## src/rtl/fm_radio_pkg.sv

```systemverilog
// Shared FM radio definitions: default sample width and the FIFO occupancy state.
package fm_radio_pkg;

    localparam int DATA_SIZE_DEFAULT = 32;

    typedef enum logic {
        EMPTY_ST  = 1'b0,
        ACTIVE_ST = 1'b1
    } occ_state_t;

endpackage

```

## src/rtl/sample_fifo_mem.sv

```systemverilog
// Sample storage: one registered write port and one asynchronous read port.
module sample_fifo_mem #(
    parameter int DATA_SIZE  = 32,
    parameter int FIFO_DEPTH = 16,
    parameter int ADDR_SIZE  = $clog2(FIFO_DEPTH)
) (
    input  logic                 clock,
    input  logic                 wr_en,
    input  logic [ADDR_SIZE-1:0] wr_addr,
    input  logic [DATA_SIZE-1:0] wr_data,
    input  logic [ADDR_SIZE-1:0] rd_addr,
    output logic [DATA_SIZE-1:0] rd_data
);

    logic [DATA_SIZE-1:0] mem [FIFO_DEPTH];

    // Contents are never reset; the pointers alone decide which entries are valid.
    always_ff @(posedge clock) begin
        if (wr_en) begin
            mem[wr_addr] <= wr_data;
        end
    end

    assign rd_data = mem[rd_addr];

endmodule

```

## src/rtl/sample_fifo.sv

```systemverilog
// First-word-fall-through sample FIFO with sticky overflow/underflow flags.
module sample_fifo
    import fm_radio_pkg::*;
#(
    parameter int DATA_SIZE  = DATA_SIZE_DEFAULT,
    parameter int FIFO_DEPTH = 16
) (
    input  logic                          clock,
    input  logic                          reset,
    input  logic                          wr_en,
    input  logic [DATA_SIZE-1:0]          din,
    output logic                          full,
    input  logic                          rd_en,
    output logic [DATA_SIZE-1:0]          dout,
    output logic                          empty,
    output logic [$clog2(FIFO_DEPTH):0]   count,
    output logic                          overflow,
    output logic                          underflow
);

    localparam int AW = $clog2(FIFO_DEPTH);
    localparam logic [AW:0] ONE_ENTRY = 1;

    logic [AW:0] wr_ptr;
    logic [AW:0] rd_ptr;
    occ_state_t  state;
    occ_state_t  state_next;
    logic        wr_accept;
    logic        rd_accept;

    // The extra pointer MSB separates a full ring from an empty one.
    assign full  = (wr_ptr[AW-1:0] == rd_ptr[AW-1:0]) && (wr_ptr[AW] != rd_ptr[AW]);
    assign empty = (state == EMPTY_ST);
    assign count = wr_ptr - rd_ptr;

    assign wr_accept = wr_en && !full;
    assign rd_accept = rd_en && !empty;

    always_ff @(posedge clock or negedge reset) begin
        if (!reset) begin
            wr_ptr    <= '0;
            rd_ptr    <= '0;
            overflow  <= 1'b0;
            underflow <= 1'b0;
            state     <= EMPTY_ST;
        end else begin
            if (wr_accept) begin
                wr_ptr <= wr_ptr + ONE_ENTRY;
            end
            if (rd_accept) begin
                rd_ptr <= rd_ptr + ONE_ENTRY;
            end
            if (wr_en && full) begin
                overflow <= 1'b1;
            end
            if (rd_en && empty) begin
                underflow <= 1'b1;
            end
            state <= state_next;
        end
    end

    always_comb begin
        state_next = state;
        unique case (state)
            EMPTY_ST: begin
                if (wr_accept) begin
                    state_next = ACTIVE_ST;
                end
            end
            ACTIVE_ST: begin
                if (rd_accept && !wr_accept && (count == ONE_ENTRY)) begin
                    state_next = EMPTY_ST;
                end
            end
            default: state_next = EMPTY_ST;
        endcase
    end

    sample_fifo_mem #(
        .DATA_SIZE  (DATA_SIZE),
        .FIFO_DEPTH (FIFO_DEPTH),
        .ADDR_SIZE  (AW)
    ) u_mem (
        .clock   (clock),
        .wr_en   (wr_accept && reset),
        .wr_addr (wr_ptr[AW-1:0]),
        .wr_data (din),
        .rd_addr (rd_ptr[AW-1:0]),
        .rd_data (dout)
    );

endmodule

```

## config.mk

```make
export PLATFORM = sky130hd
export DESIGN_NAME = sample_fifo
export DESIGN_NICKNAME = d
export VERILOG_FILES = /design/src/rtl/fm_radio_pkg.sv /design/src/rtl/sample_fifo_mem.sv /design/src/rtl/sample_fifo.sv
export SDC_FILE = /design/constraint.sdc
export NUM_CORES = 1
export LEC_CHECK = 0
export ABC_CLOCK_PERIOD_IN_PS = 6900
export BUFFER_PORTS_ARGS = -buffer_cell sky130_fd_sc_hd__buf_2
export CAP_MARGIN = 20
export CORE_ASPECT_RATIO = 1.4
export CORE_UTILIZATION = 30
export CTS_CLUSTER_SIZE = 16
export DETAILED_ROUTE_END_ITERATION = 8
export GPL_ROUTABILITY_DRIVEN = 1
export SLEW_MARGIN = 15
export SYNTH_ARGS = -nofsm -noshare
export SYNTH_HDL_FRONTEND = slang
export SYNTH_SLANG_ARGS = --single-unit
```

## constraint.sdc

```tcl
create_clock -name clock -period 6.9 [get_ports clock]
set_input_delay 0 -clock clock [delete_from_list [all_inputs] [get_ports clock]]
set_output_delay 0 -clock clock [all_outputs]
set_load 0.02 [all_outputs]
```

==> impl_metrics.ini <==
[timing]
fmax_ghz = 0.232
finalMaxSlewViolations = 0
worst_slack_ns = 2.58
min_period_ns = 4.32
post-route-period-util = 0.626
setup_violations = 0
hold_violations = 0
rsz0062_at_grt = false
finalClockSkew_ns = 0.0128
tightest_slew_ns = 1.12
max_slew_margin = 0.253
setup_tns_ns = 0

[global_route]
grt.total_usage = 0.133
grt_pass1_vias = 9862
antenna_found_initial = 0
grt_max_degree = 53
grt_first_pass_wirelength_um = 66300
grt_overflow = 0

[clock_tree]
cts_tree = yes
numCtsBuffers = 46
ctsResizeCount = 0
worst_skew_pair.late_latency_ns = 0.56
ctsRootBufferMaster = clkbuf_16
hold_buffers = 36
cts_sinks = 525
cts_buffer_depth = 3
clk_pin_slew_worst_paths_ns = 0.06
cts_setup_buffers = 0
htree_levels = 2

[logic_synthesis]
synth-edff-count = 512
async_flop_share = 0.0248
synth_area_leaders = edfxtp_1 77%, mux4_2 14%, a22oi_1 2.4%
synth_top_area_share = 0.769
ys_types = 32
ys_seq_area_frac = 0.785
synth_seq_cells = 525
synth_top_area_cell = edfxtp_1
synthCells = 882
synth_ff_type = edfxtp_1
yosysWarnings = 0
syn_nets = 928
avgSynthCellArea_um2 = 22.7
syn_area_um2 = 20000

[critical_path]
critPathKind = register to output port
endpoint_kind = output port
crit_fanout = 48
cp.arrival_ns = 4.32
crit_required_ns = 6.90
crit_path_start_kind = register

[routing]
via_per_inst = 4.91
wl_per_cell_um = 23.4
antenna_left = 0
vias = 9369
dr.pass1.iters = 9
drc = 20
drt_iter0_drc = 792
drt-total-wl_um = 44600

[die]
num_io_pins = 77
dieArea_um2 = 67700
fp.dieH_um = 307
core-area_um2 = 65700
placementRows = 111
start_util = 0.304
die_w_um = 220

[power_and_ir_drop]
seqPwrFrac = 0.412
pwr-share-comb = 0.313
power.internal_w = 0.00640
ir_drop_uv = 195
p_sw_w = 0.00304
power_leakage_nw = 7.50
netSwitchingFraction = 0.322
clock_power_share = 0.275
powerDensity_nw_per_um2 = 399

[placement]
gp_congestion = 0.740
detailed_place_hpwl_um = 26000
placed_cell_area_um2 = 21700
portBuffers = 76
pre_cts_slack_ns = 2.56

[finish]
syn2layout_area_growth_pct = 18.2
multi_input_area_um2 = 4160
fillers = 5913
mostFrequentLayoutCells = 512 x edfxtp_1, 128 x mux4_2, 76 x buf_2
final_common_cell = edfxtp_1
drive_above_1_share = 0.300
num-nets-final = 1069
final_area_um2 = 23600
ff_latch_area_um2 = 15700

[run]
maxCapViolations = 0

[outcome]
status = finished, violations left
violations = DRC

[worst_hold_path]
min_path_type = input pin to register
## path summary, 6_finish.rpt
check,start,end,slack [ns],cells past startpoint
hold / removal,wr_en,overflow,0.22,3
hold reg to reg,underflow,underflow,0.46,1
min in group asynchronous,reset,underflow,0.65,3
setup / recovery,rd_ptr[0],dout[26],2.58,6
setup reg to reg,rd_ptr[0],u_mem.mem[2][27],3.12,7
max in group asynchronous,reset,rd_ptr[1],5.76,3
## layer usage
| layer | vias to the layer above | wire [um] | part of all wire | track usage |
|---|---|---|---|---|
| met4 | 0 | 1010 | 0.023 | 0.0414 |
| met1 | 5041 | 19400 | 0.44 | 0.182 |
| li1 | 4011 | - | - | - |
| met2 | 252 | 21900 | 0.49 | 0.219 |
| met5 | - | 0 | 0 | 0 |
| met3 | 65 | 2290 | 0.051 | 0.0198 |
## metrics by stage
step / total power [W] / hold slack, ns / cells / util
2_1_floorplan: 0.00591 / -0.296 / 882 / -
3_3_place_gp: 0.00689 / -0.0596 / 1774 / 0.327
3_5_place_dp: 0.00692 / -0.0542 / 1784 / 0.330
4_1_cts: 0.00953 / 0.198 / 1905 / 0.359
5_1_grt: 0.00985 / 0.225 / 1907 / 0.360
6_report: 0.00943 / 0.219 / 1908 / 0.360
## cell families after synthesis
kind of cell,after synthesis,synth area share
multiplexers,130,0.145
XOR/XNOR,12,0.00526
AO/OA/AOI/OAI,75,0.0277
AND/OR/NAND/NOR,76,0.0163
adder cells (fa/ha/maj),10,0.00663
buffers and inverters,54,0.0137
flip-flops,525,0.785
## synth_stat cells (all sizes together) (7+ instances only)
cell type  instances
a22oi             64
buf               22
clkbuf            23
dfrtp             13
edfxtp           512
ha                 9
inv                9
mux4             128
nand2             37
nand3              7
nor2              18
xnor2             10
## registers in the layout (all words and copies together) (netlist names)
name,flops
rd_ptr,5
state,1
wr_ptr,5
u_mem.mem,512
underflow,1
overflow,1
## area by class of cell
| class | instances | area share |
|---|---|---|
| repair buffers | 138 | 0.0487 |
| clock inverters | 28 | 0.0109 |
| clock buffers | 57 | 0.0532 |
| diodes | 1 | 0.000106 |
| multi-input cells | 303 | 0.176 |
| well taps | 847 | 0.0448 |
| flip-flops and latches | 525 | 0.665 |
| inverters | 9 | 0.00143 |
## power groups by stage
stage | Combinational [W] | Clock [W] | Sequential (W)
CTS | 0.00299 | 0.00265 | 0.00389
detailed placement | 0.00296 | 0 | 0.00396
floorplan | 0.00210 | 0 | 0.00382
global route | 0.00318 | 0.00276 | 0.00391
finish | 0.00295 | 0.00260 | 0.00388
global placement | 0.00294 | 0 | 0.00395
## critical path: stages, from the launching register on
cell and delay [ns]:
dfrtp_4 0.89, buf_4 0.58, buf_4 0.83, mux4_2 0.61, a22oi_1 0.37, nand2_1 0.18, buf_2 0.19
(Power assumes the default switching activity.)
